[config.mk]
export PLATFORM = sky130hd
export DESIGN_NAME = fuzzy_defuzzifier
export DESIGN_NICKNAME = d
export VERILOG_FILES = /design/src/rtl/fuzzy_defuzzifier.sv
export SDC_FILE = /design/constraint.sdc
export NUM_CORES = 1
export LEC_CHECK = 0
export BUFFER_PORTS_ARGS = -buffer_cell sky130_fd_sc_hd__buf_2
export CAP_MARGIN = 10
export CORE_MARGIN = 2
export CORE_UTILIZATION = 35
export CTS_CLUSTER_SIZE = 10
export DETAILED_ROUTE_END_ITERATION = 16
export PLACE_DENSITY_LB_ADDON = 0.15
export SETUP_SLACK_MARGIN = 0.02
export SYNTH_ARGS = -nofsm -noshare
export SYNTH_HDL_FRONTEND = slang
export SYNTH_SLANG_ARGS = --single-unit
[constraint.sdc]
create_clock -name clk -period 2.9 [get_ports clk]
set_clock_uncertainty 0.1 [all_clocks]
set_input_delay 0 -clock clk [delete_from_list [all_inputs] [get_ports clk]]
set_output_delay 0 -clock clk [all_outputs]
set_load 0.01 [all_outputs]
[src/rtl/fuzzy_defuzzifier.sv]
// Centre-of-gravity defuzzifier: accumulates mu*centre and mu over a frame,
// then divides sequentially (restoring, one quotient bit per clock).
//
// state   | meaning
// --------+---------------------------------------------------------------
// ST_ACC  | accepting terms; num/den accumulate until the in_last term
// ST_LOAD | latch sign and |num| into the divider, arm the bit counter
// ST_DIV  | one restoring-division quotient bit per clock, ACC_W clocks
// ST_FIX  | apply sign, force 0 on zero weight, register the result
// ST_OUT  | result presented; wait for out_ready, then clear the frame
module fuzzy_defuzzifier #(
  parameter int CENTER_STEP = 256,
  parameter int ACC_W       = 24,
  parameter int OUT_W       = 16
) (
  input  logic             clk,
  input  logic             rst_n,
  input  logic             in_valid,
  output logic             in_ready,
  input  logic [7:0]       in_set_id,
  input  logic [7:0]       in_mu,
  input  logic             in_last,
  output logic             out_valid,
  input  logic             out_ready,
  output logic [OUT_W-1:0] out_crisp,
  output logic             out_bad_id,
  output logic             out_zero_w
);

  localparam int DEN_W = 16;

  typedef enum logic [2:0] {
    ST_ACC  = 3'd0,
    ST_LOAD = 3'd1,
    ST_DIV  = 3'd2,
    ST_FIX  = 3'd3,
    ST_OUT  = 3'd4
  } state_t;

  state_t state, state_nxt;

  logic [ACC_W-1:0] num;
  logic [DEN_W-1:0] den;
  logic             bad_id;
  logic             neg;
  logic [DEN_W-1:0] rem;
  logic [ACC_W-1:0] quo;
  logic [4:0]       cnt;

  logic             accept;
  logic             id_ok;
  logic [ACC_W-1:0] id_ext;
  logic [ACC_W-1:0] centre;
  logic [ACC_W-1:0] term;
  logic [ACC_W-1:0] num_mag;
  logic [DEN_W:0]   shifted;
  logic [DEN_W+1:0] diff;
  logic [ACC_W-1:0] fix_val;

  assign in_ready  = (state == ST_ACC);
  assign out_valid = (state == ST_OUT);
  assign accept    = in_valid && in_ready;
  assign id_ok     = (in_set_id != 8'd0) && (in_set_id <= 8'd11);

  // Centre and product are formed modulo 2^ACC_W; two's complement bits
  // are identical to the signed result, so no signed casts are needed.
  always_comb begin
    id_ext  = ACC_W'(in_set_id);
    centre  = (id_ext - ACC_W'(6)) * ACC_W'(CENTER_STEP);
    term    = centre * ACC_W'(in_mu);
    num_mag = num[ACC_W-1] ? (~num + ACC_W'(1)) : num;
    shifted = {rem, quo[ACC_W-1]};
    diff    = {1'b0, shifted} - {2'b00, den};
    fix_val = neg ? (~quo + ACC_W'(1)) : quo;
  end

  always_ff @(posedge clk or negedge rst_n) begin
    if (!rst_n) state <= ST_ACC;
    else        state <= state_nxt;
  end

  always_comb begin
    state_nxt = state;
    case (state)
      ST_ACC:  if (accept && in_last) state_nxt = ST_LOAD;
      ST_LOAD: state_nxt = ST_DIV;
      ST_DIV:  if (cnt == 5'd0) state_nxt = ST_FIX;
      ST_FIX:  state_nxt = ST_OUT;
      ST_OUT:  if (out_ready) state_nxt = ST_ACC;
      default: state_nxt = ST_ACC;
    endcase
  end

  always_ff @(posedge clk or negedge rst_n) begin
    if (!rst_n) begin
      num        <= '0;
      den        <= '0;
      bad_id     <= 1'b0;
      neg        <= 1'b0;
      rem        <= '0;
      quo        <= '0;
      cnt        <= '0;
      out_crisp  <= '0;
      out_bad_id <= 1'b0;
      out_zero_w <= 1'b0;
    end else begin
      case (state)
        ST_ACC: begin
          if (accept) begin
            if (id_ok) begin
              num <= num + term;
              den <= den + DEN_W'(in_mu);
            end else begin
              bad_id <= 1'b1;
            end
          end
        end
        ST_LOAD: begin
          neg <= num[ACC_W-1];
          quo <= num_mag;
          rem <= '0;
          cnt <= 5'(ACC_W - 1);
        end
        ST_DIV: begin
          // rem < den always holds, so a successful trial fits DEN_W bits
          if (!diff[DEN_W+1]) begin
            rem <= diff[DEN_W-1:0];
            quo <= {quo[ACC_W-2:0], 1'b1};
          end else begin
            rem <= shifted[DEN_W-1:0];
            quo <= {quo[ACC_W-2:0], 1'b0};
          end
          cnt <= cnt - 5'd1;
        end
        ST_FIX: begin
          // magnitude division already truncates toward zero
          out_crisp  <= (den == '0) ? '0 : OUT_W'(fix_val);
          out_bad_id <= bad_id;
          out_zero_w <= (den == '0);
        end
        ST_OUT: begin
          if (out_ready) begin
            num        <= '0;
            den        <= '0;
            bad_id     <= 1'b0;
            out_bad_id <= 1'b0;
            out_zero_w <= 1'b0;
          end
        end
        default: ;
      endcase
    end
  end

endmodule
==> results of run 1 <==
-- worst paths after layout --
| check | end | slack (ps) | depth (start not counted) |
|---|---|---|---|
| setup / recovery | num[23]$_DFFE_PN0P_ | -2080 | 25 |
| hold reg to reg | out_crisp[2]$_DFFE_PN0P_ | 370 | 2 |
| hold / removal | quo[13]$_DFFE_PN0N_ | 110 | 2 |
| setup reg to reg | num[22]$_DFFE_PN0P_ | 100 | 10 |
| max in group asynchronous | den[2]$_DFFE_PN0P_ | 1870 | 3 |
| min in group clk | den[7]$_DFFE_PN0P_ | 270 | 5 |
-- stage by stage --
step	hold WS [ps]	total power [mW]
2_1_floorplan	-396	9.37
3_3_place_gp	-30.0	12.5
3_5_place_dp	-39.6	12.6
4_1_cts	134	14.6
5_1_grt	182	16.8
6_report	106	15.3
-- cell families (layout without fill, tap and decap cells) --
| group | Yosys count | in the layout | share of synthesized area [%] |
|---|---|---|---|
| buffers and inverters | 140 | 334 | 5.77 |
| adder cells (fa/ha/maj) | 129 | 129 | 22.5 |
| multiplexers | 3 | 3 | 0.330 |
| flip-flops | 100 | 100 | 27.5 |
| AND/OR/NAND/NOR | 304 | 304 | 16.9 |
| XOR/XNOR | 80 | 80 | 7.69 |
| AO/OA/AOI/OAI | 262 | 262 | 19.4 |
-- timing repair --
| action | 4_1_cts | 5_1_grt |
|---|---|---|
| gates resized for setup | 48 | 59 |
| setup buffers | 15 | 12 |
| gates cloned | 0 | 0 |
| hold buffers | 4 | 0 |
| pin swaps | 59 | 53 |
| setup endpoints to repair | 14 | 31 |
| hold endpoints to repair | 46 | 0 |
-- worst max-delay path, stage by stage --
cell and delay (ps):
buf_8 100, ha_4 170, buf_12 130, xnor2_4 160, buf_6 130, and2_1 150, fa_1 410, fa_1 520
fa_1 540, inv_1 50, fa_1 480, inv_2 40, ha_4 270, o21ai_2 60, o21bai_1 150, a21oi_2 80
xnor2_1 130, ha_1 300, and2_1 160, a221o_1 320, a32oi_2 220, a21oi_2 110, a31oi_1 170, xnor2_1 80
a22o_1 170
-- area by class of cell --
| cell class | count | share of cell area (%) |
|---|---|---|
| Sequential cell | 100 | 20.9 |
| Clock buffer | 12 | 2.06 |
| Clock inverter | 4 | 0.470 |
| Tap cell | 335 | 3.50 |
| Timing Repair Buffer | 211 | 13.4 |
| Inverter | 107 | 3.35 |
| Multi-Input combinational cell | 778 | 56.3 |
-- registers in the layout (all words and copies together) (netlist names) --
signal	cells
cnt	5
out_crisp	16
quo	24
bad_id	1
den	16
rem	16
out_zero_w	1
neg	1
out_bad_id	1
num	16
state	3
-- cells in the final DEF, fill, tap and decap left out, types with 10 or more instances in the layout --
cell type	count
xnor2_1	42
inv_2	11
inv_1	96
buf_6	18
or3_1	12
buf_2	34
nor3_1	13
o31ai_1	11
o21ai_0	70
buf_4	152
o211ai_1	14
a22o_1	16
ha_4	16
nor2b_1	33
and2_1	24
dfrtp_1	100
fa_1	53
nand2_1	103
xor2_1	30
a21o_1	19
a21oi_1	20
nand2b_1	12
nor2_1	35
a22oi_1	15
ha_1	54
nand3_1	10
-- power by group --
group	internal [mW]	switching, mW	leakage (nW)	total, mW
clock	0.702	0.535	0.148	1.24
combinational	5.87	5.66	4.00	11.5
sequential	1.97	0.574	1.28	2.54
total	8.54	6.77	5.43	15.3
-- per-layer routing --
metal	GRT usage (%)	routed length (um)	part of all wire [%]
met1	24.2	11200	49
met2	30.1	11200	49
met3	1.67	490	2.1
met4	2.70	175	0.76
met5	0	0	0
==> flow_metrics.py, run 1 <==
metrics = {
    "worst_setup_path": {
        "crit_required_ps": 3030,
        "cp-start-kind": "input pin",
        "crit_path_end_kind": "flip-flop",
        "arrival_ps": 5110,
        "crit_start": "in_set_id[2]",
        "reg2reg_from": "num[8]$_DFFE_PN0P_",
        "cp_max_fo": 6,
        "worstSetupPathType": "input pin to flip-flop",
    },
    "global_routing": {
        "antenna_found_initial": 0,
        "track_usage_pct": 17.4,
        "grt_pass1_wl_um": 38500,
        "grt_max_degree": 49,
        "grt_pass1_vias": 7605,
        "grt_overflow": 0,
    },
    "pwr": {
        "ir_drop_v": 0.000745,
        "power_density_mw_per_mm2": 1280,
        "leakage_nw": 5.43,
    },
    "hold_path": {
        "min_path_type": "input pin to async pin",
    },
    "final_layout": {
        "finalInstanceArea_mm2": 0.0120,
        "fin_util_pct": 46.4,
        "drive_gt1_share_pct": 27.6,
        "fin_nets": 1357,
        "fillers": 2496,
        "regArea_mm2": 0.00250,
        "final_cells": 1547,
        "antenna_cells": 0,
        "area_growth_pct": 31.4,
        "multi_input_area_mm2": 0.00675,
    },
    "logic_synthesis": {
        "synthesis.area_mm2": 0.00911,
        "syn-num-nets": 1168,
        "ys_seq_area_share_pct": 27.5,
        "yosys-top-cells-count": "inv_1, nand2_1, dfrtp_1",
        "synth_ff_type": "dfrtp_1",
        "yosysTopAreaCell": "dfrtp_1",
        "postSynthCellCount": 1018,
        "synth_cell_types": 58,
        "synth_top_area_share_pct": 27.5,
        "avgSynthCellArea_um2": 8.95,
        "ys_ff_latch": 100,
        "synthTopCellsByArea": "dfrtp_1, fa_1, ha_1",
        "yosys_warnings": 0,
        "synth_async_sr_flop_share_pct": 100,
        "synth-edff-count": 0,
    },
    "sta": {
        "worst_slack_ps": -2080,
        "min_period_over_period_pct": 172,
        "maxSlewHeadroom_pct": 46.2,
        "fin_setup_tns_ps": -18030,
        "fin_crit_ps": 4980,
        "finalSetupViolCount": 12,
        "maxSlewViolCount": 0,
        "rsz0062_at_grt": "yes",
        "tightest_slew_ps": 806,
        "fmax_mhz": 201,
        "hold_viol": 0,
    },
    "clock_tree": {
        "cts_root_buffer": "clkbuf_16",
        "clock_latency_ps": 340,
        "cts_made_buffers": 9,
        "htreeDepth": 3,
        "cts_tree": "done",
        "clk_pin_slew_ps": 70,
        "clock-sinks": 100,
        "cts.path.max_buffers": 2,
    },
    "detailed_routing": {
        "drtPass1Iterations": 4,
        "vias": 7716,
        "wl_um": 23100,
        "drt_iter0_markers": 248,
        "antenna_left": 0,
        "routed_via_density": 4.99,
        "drc": 0,
        "wire_per_inst_um": 14.9,
    },
    "placed_design": {
        "place_congestion": 0.850,
        "preCtsSetupSlack_ps": -2650,
        "io_buffers": 40,
        "post-place-cells": 1503,
        "hpwlAfterDp_um": 18100,
        "place_area_mm2": 0.0110,
    },
    "status": {
        "status": "finished, violations left",
        "violations": "negative setup slack",
    },
    "die": {
        "die_x_um": 165,
        "die_h_um": 165,
        "dieArea_mm2": 0.0273,
        "fp-row-count": 59,
        "coreArea_mm2": 0.0258,
        "io_pins": 41,
        "initial_utilization_pct": 35.3,
    },
    "flow_run": {
        "maxCapViolations": 0,
    },
}
Power figures use the tool's default switching activity.
==> run 2: changes to the inputs <==
--- a/config.mk
+++ b/config.mk
@@ -7,6 +7,7 @@
 export LEC_CHECK = 0
 export BUFFER_PORTS_ARGS = -buffer_cell sky130_fd_sc_hd__buf_2
 export CAP_MARGIN = 10
+export CORE_ASPECT_RATIO = 1.1
 export CORE_MARGIN = 2
 export CORE_UTILIZATION = 35
 export CTS_CLUSTER_SIZE = 10
==> run 2 against run 1 <==
Net effect: sequential share of layout area fell by 0.77 points; via count rose by 1.5%; the flow still finishes with violations (negative setup slack); maximum frequency rose by 0.11%; critical path type unchanged; die area barely moved; clock-buffer cell count fell by 2; register-to-register slack improved by 30 ps; global-route usage rose by 0.35 points; combinational power rose by 12%; flip-flop and latch count did not move; routed wire length rose by 2.7%; core utilization rose by 2.6 points.
==> flow_metrics.py, run 2 (synthesis gave the netlist of run 1 again) <==
metrics = {
    "worst_setup_path": {
        "arrival_ps": 5110,
        "cp-start-kind": "input pin",
        "critPathMaxStageDelay_ps": 530,
        "path_buf_inv": 7,
        "crit_path_end_kind": "flip-flop",
        "worstSetupPathType": "input pin to flip-flop",
        "crit_required_ps": 3040,
        "crit_path_frequent_cell": "fa_1",
        "slowest_stage": "fa_1",
        "cp_max_fo": 3,
        "crit_family": "adder cells",
    },
    "clock_tree": {
        "clock-sinks": 100,
        "cts_root_buffer": "clkbuf_16",
        "cts.path.max_buffers": 2,
        "cts_tree": "done",
        "clock_latency_ps": 350,
        "clk_pin_slew_ps": 70,
        "htreeDepth": 3,
        "cts_made_buffers": 9,
    },
    "die": {
        "initial_utilization_pct": 35.9,
        "dieArea_mm2": 0.0273,
        "io_pins": 41,
        "die_x_um": 158,
        "coreArea_mm2": 0.0254,
        "die_h_um": 173,
        "fp-row-count": 61,
    },
    "sta": {
        "fin_crit_ps": 4970,
        "fmax_mhz": 201,
        "maxSlewViolCount": 0,
        "maxSlewHeadroom_pct": 49.9,
        "worst_slack_ps": -2070,
        "tightest_slew_ps": 751,
        "hold_viol": 0,
        "min_period_over_period_pct": 171,
        "finalSetupViolCount": 12,
        "rsz0062_at_grt": "yes",
    },
    "global_routing": {
        "grt_pass1_wl_um": 39500,
        "antenna_found_initial": 0,
        "grt_pass1_vias": 8016,
        "track_usage_pct": 17.8,
        "grt_max_degree": 56,
        "grt_overflow": 0,
    },
    "detailed_routing": {
        "drtPass1Iterations": 4,
        "routed_via_density": 4.96,
        "vias": 7832,
        "drt_iter0_markers": 301,
        "wl_um": 23700,
        "antenna_left": 0,
        "wire_per_inst_um": 15.0,
        "drc": 0,
    },
    "final_layout": {
        "fin_nets": 1378,
        "final_cells": 1578,
        "largest_reg_flops": 24,
        "area_growth_pct": 36.5,
        "drive_gt1_share_pct": 32.4,
        "largest-register": "quo",
        "mostFrequentLayoutCell": "buf_4",
        "antenna_cells": 0,
        "fillers": 2476,
        "layout_common_cells": "buf_4, nand2_1, dfrtp_1",
    },
    "placed_design": {
        "hpwlAfterDp_um": 18600,
        "post-place-cells": 1537,
        "preCtsSetupSlack_ps": -2650,
        "place_congestion": 0.811,
        "io_buffers": 40,
    },
    "pwr": {
        "ir_drop_v": 0.000625,
        "p_switching_mw": 7.28,
        "p_seq_share_pct": 15.3,
        "leakage_nw": 5.61,
        "p_int_mw": 9.30,
        "power_density_mw_per_mm2": 1330,
        "swShare_pct": 43.9,
        "pwr-share-clk_pct": 7.1,
        "pwr-share-comb_pct": 77.6,
    },
    "status": {
        "status": "finished, violations left",
        "violations": "negative setup slack",
    },
    "hold_path": {
        "min_path_type": "input pin to flip-flop",
    },
    "flow_run": {
        "maxCapViolations": 0,
    },
}
==> run 2: changes by cell type in the layout (fill, tap and decap cells not counted), sizes merged <==
| cell | change |
|---|---|
| buf | +22 |
| bufinv | -1 |
| clkbuf | -2 |
| clkinv | +1 |
| clkinvlp | +1 |
| dlygate4sd3 | -1 |
==> run 2: tightest hold or removal path: cells and delay by family <==
| family | cells | cell delay, ps |
|---|---|---|
| buffers and inverters | 1 | 100 |
| AOI/OAI and AO/OA | 1 | 90 |
| and+or+nand+nor | 2 | 290 |
==> run 2: final timing paths <==
kind / to / cells after the start / slack [ps] / from
setup / recovery: num[21]$_DFFE_PN0P_ / 26 / -2070 / in_set_id[1]
hold / removal: state[0]$_DFFE_PN0P_ / 4 / 80 / in_last
setup reg to reg: rem[7]$_DFFE_PN0N_ / 11 / 130 / den[0]$_DFFE_PN0P_
hold reg to reg: out_crisp[2]$_DFFE_PN0P_ / 2 / 370 / out_crisp[2]$_DFFE_PN0P_
max in group asynchronous: rem[11]$_DFFE_PN0N_ / 3 / 1820 / rst_n
min in group asynchronous: quo[15]$_DFFE_PN0N_ / 2 / 160 / rst_n
==> run 2: layout make-up <==
cell class / instances / area [um2] / share of cell area (%)
Inverter: 107 / 402 / 3.23
Clock inverter: 5 / 45.0 / 0.362
Tap cell: 346 / 433 / 3.48
Multi-Input combinational cell: 778 / 6990 / 56.2
Sequential cell: 100 / 2500 / 20.1
Timing Repair Buffer: 232 / 1820 / 14.7
Clock buffer: 10 / 239 / 1.92
==> run 2: stage by stage <==
| stage | cell area (um2) | utilization, % | hold WS, ps | power, mW | TNS (ps) |
|---|---|---|---|---|---|
| 3_3_place_gp | 11200 | 44.0 | 23.4 | 13.0 | -24950 |
| 2_1_floorplan | 9410 | - | -396 | 9.37 | -18430 |
| 6_report | 12400 | 48.9 | 80.0 | 16.6 | -17770 |
| 3_5_place_dp | 11200 | 44.0 | 19.3 | 13.1 | -25270 |
| 4_1_cts | 12000 | 47.3 | 81.3 | 15.9 | -18310 |
| 5_1_grt | 12400 | 48.9 | 102 | 18.1 | -19870 |
==> run 2: layer usage <==
layer	GRT usage (%)	wire length, um	vias up
met5	0	0	-
met4	4.05	297	0
met3	1.50	419	17
met2	31.5	12100	77
met1	23.4	10900	3777
li1	-	-	3961
==> run 2: power groups by stage <==
stage / Sequential, mW / Combinational [mW] / Clock [mW]
finish: 2.53 / 12.9 / 1.17
global route: 2.63 / 14.2 / 1.27
detailed placement: 2.54 / 10.6 / 0
floorplan: 2.44 / 6.94 / 0
global placement: 2.53 / 10.5 / 0
CTS: 2.53 / 12.1 / 1.21
==> run 2: repair_timing <==
| action | 4_1_cts | 5_1_grt |
|---|---|---|
| endpoints found under the setup margin | 19 | 25 |
| resized for setup | 82 | 92 |
| cloned | 0 | 1 |
| buffers inserted | 15 | 10 |
| hold endpoints to repair | 56 | 0 |
| hold buffers | 3 | 0 |
| pin swaps | 79 | 83 |
==> run 3: changes to the inputs <==
--- a/config.mk
+++ b/config.mk
@@ -13,7 +13,6 @@
 export CTS_CLUSTER_SIZE = 10
 export DETAILED_ROUTE_END_ITERATION = 16
 export PLACE_DENSITY_LB_ADDON = 0.15
-export SETUP_SLACK_MARGIN = 0.02
 export SYNTH_ARGS = -nofsm -noshare
 export SYNTH_HDL_FRONTEND = slang
 export SYNTH_SLANG_ARGS = --single-unit
==> run 3 against run 2 <==
Net effect: the flow still finishes with violations (negative setup slack); critical path depth shrank 2; sequential power hardly changed; power up 0.72%; critical endpoint is now num[20]$_DFFE_PN0P_; highest routed layer unchanged.
==> flow_metrics.py, run 3 (synthesis gave the netlist of run 1 again) <==
metrics = {
    "die": {
        "die_h_um": 173,
        "die_x_um": 158,
        "initial_utilization_pct": 35.9,
        "io_pins": 41,
        "fp-row-count": 61,
        "coreArea_mm2": 0.0254,
        "dieArea_mm2": 0.0273,
    },
    "hold_path": {
        "min_path_type": "input pin to flip-flop",
    },
    "global_routing": {
        "grt_overflow": 0,
        "track_usage_pct": 17.8,
        "grt_pass1_vias": 7997,
        "grt_pass1_wl_um": 39500,
        "grt_max_degree": 56,
        "antenna_found_initial": 0,
    },
    "worst_setup_path": {
        "cp-start-kind": "input pin",
        "critPathMaxStageDelay_ps": 560,
        "crit_path_frequent_cell": "fa_1",
        "path_cells": "buf_6, or3_1, nor3_2, xnor2_2, nor2b_1, fa_1, fa_2, fa_1, inv_1, fa_1, inv_2, ha_4, o21a_1, o21ai_4, nor2_1, nor2_1, xnor2_1, ha_2, inv_2, o22ai_2, buf_4, a211oi_2, xnor2_1, a22o_1",
        "crit_family": "adder cells",
        "crit_required_ps": 3040,
        "crit_path_end_kind": "flip-flop",
        "worstSetupPathType": "input pin to flip-flop",
        "cp_max_fo": 7,
        "arrival_ps": 5120,
        "path_buf_inv": 5,
        "slowest_stage": "fa_1",
    },
    "sta": {
        "min_period_over_period_pct": 172,
        "maxSlewHeadroom_pct": 50.1,
        "worst_slack_ps": -2070,
        "maxSlewViolCount": 0,
        "fin_crit_ps": 4970,
        "fin_setup_tns_ps": -16980,
        "fmax_mhz": 201,
        "hold_viol": 0,
        "tightest_slew_ps": 748,
        "finalSetupViolCount": 12,
        "rsz0062_at_grt": "yes",
    },
    "final_layout": {
        "final_cells": 1571,
        "fin_nets": 1371,
        "drive_gt1_share_pct": 31.3,
        "antenna_cells": 0,
        "largest_reg_flops": 24,
        "fin_util_pct": 48.6,
        "area_growth_pct": 35.7,
        "layout_common_cells": "buf_4, nand2_1, dfrtp_1",
        "largest-register": "quo",
        "mostFrequentLayoutCell": "buf_4",
        "fillers": 2469,
    },
    "clock_tree": {
        "htreeDepth": 3,
        "cts.path.max_buffers": 2,
        "cts_tree": "done",
        "cts_root_buffer": "clkbuf_16",
        "clock-sinks": 100,
        "clk_pin_slew_ps": 70,
        "clock_latency_ps": 350,
        "cts_made_buffers": 9,
    },
    "detailed_routing": {
        "vias": 7795,
        "wl_um": 23600,
        "drc": 0,
        "drtPass1Iterations": 4,
        "drt_iter0_markers": 289,
        "antenna_left": 0,
        "wire_per_inst_um": 15.0,
        "routed_via_density": 4.96,
    },
    "pwr": {
        "power_density_mw_per_mm2": 1350,
        "ir_drop_v": 0.000643,
        "leakage_nw": 5.58,
    },
    "status": {
        "violations": "negative setup slack",
        "status": "finished, violations left",
    },
    "placed_design": {
        "hpwlAfterDp_um": 18600,
        "post-place-cells": 1537,
        "place_congestion": 0.811,
        "io_buffers": 40,
    },
    "flow_run": {
        "maxCapViolations": 0,
    },
}
## run 3: changes by cell type in the layout (fill, tap and decap cells not counted), sizes merged
cell,before,now
buf,229,222
## run 3: area by class of cell
type	instances	area [um2]	share of cell area (%)
multi-input combinational	778	6980	56.5
timing repair buffer	225	1760	14.3
tap	346	433	3.50
inverter	107	402	3.25
clock inverter	5	45.0	0.364
sequential	100	2500	20.2
clock buffer	10	239	1.93
## run 3: repair_timing
item                                    4_1_cts  5_1_grt
gates resized for setup                     104       56
cloned                                        0        1
buffers inserted                             14        6
hold buffers                                  3        0
hold endpoints to repair                     56        0
endpoints found under the setup margin       18       22
pin swaps                                    82       44
## run 3: report_power, final
part / switching [mW] / internal [mW]
Sequential: 0.572 / 1.96
Combinational: 6.26 / 6.73
Clock: 0.556 / 0.614
## run 3: final timing paths
kind	startpoint	to	slack, ps	cells past startpoint
setup / recovery	in_set_id[6]	num[20]$_DFFE_PN0P_	-2070	24
hold / removal	in_last	state[0]$_DFFE_PN0P_	80	4
setup reg to reg	quo[23]$_DFFE_PN0N_	rem[7]$_DFFE_PN0N_	140	12
hold reg to reg	out_crisp[2]$_DFFE_PN0P_	out_crisp[2]$_DFFE_PN0P_	370	2
max in group asynchronous	rst_n	rem[9]$_DFFE_PN0N_	1820	3
min in group asynchronous	rst_n	num[15]$_DFFE_PN0P_	160	2
## run 3: worst register-to-register path: cells and delay by family (launching register included)
| family | cells | cell delay [ps] |
|---|---|---|
| buffers and inverters | 4 | 520 |
| adders and majority gates | 1 | 190 |
| DFF | 1 | 370 |
| and+or+nand+nor | 3 | 580 |
| AOI/OAI and AO/OA | 4 | 930 |
## run 3: metrics by stage
step	hold slack [ps]	setup slack (ps)	power (mW)	area [um2]
floorplan	-396	-2310	9.37	9410
global route	101	-2280	18.3	12400
detailed placement	19.3	-2650	13.1	11200
finish	83.6	-2070	16.7	12400
CTS	81.3	-2120	16.0	12100
global placement	23.4	-2610	13.0	11200
## run 3: layer usage
metal  up-vias  routed length [um]  GRT usage, %
met5         -                   0             0
met4         0                 331          4.24
met3        15                 358          1.50
met2        61               12000          31.5
met1      3773               11000          23.4
li1       3946                   -             -
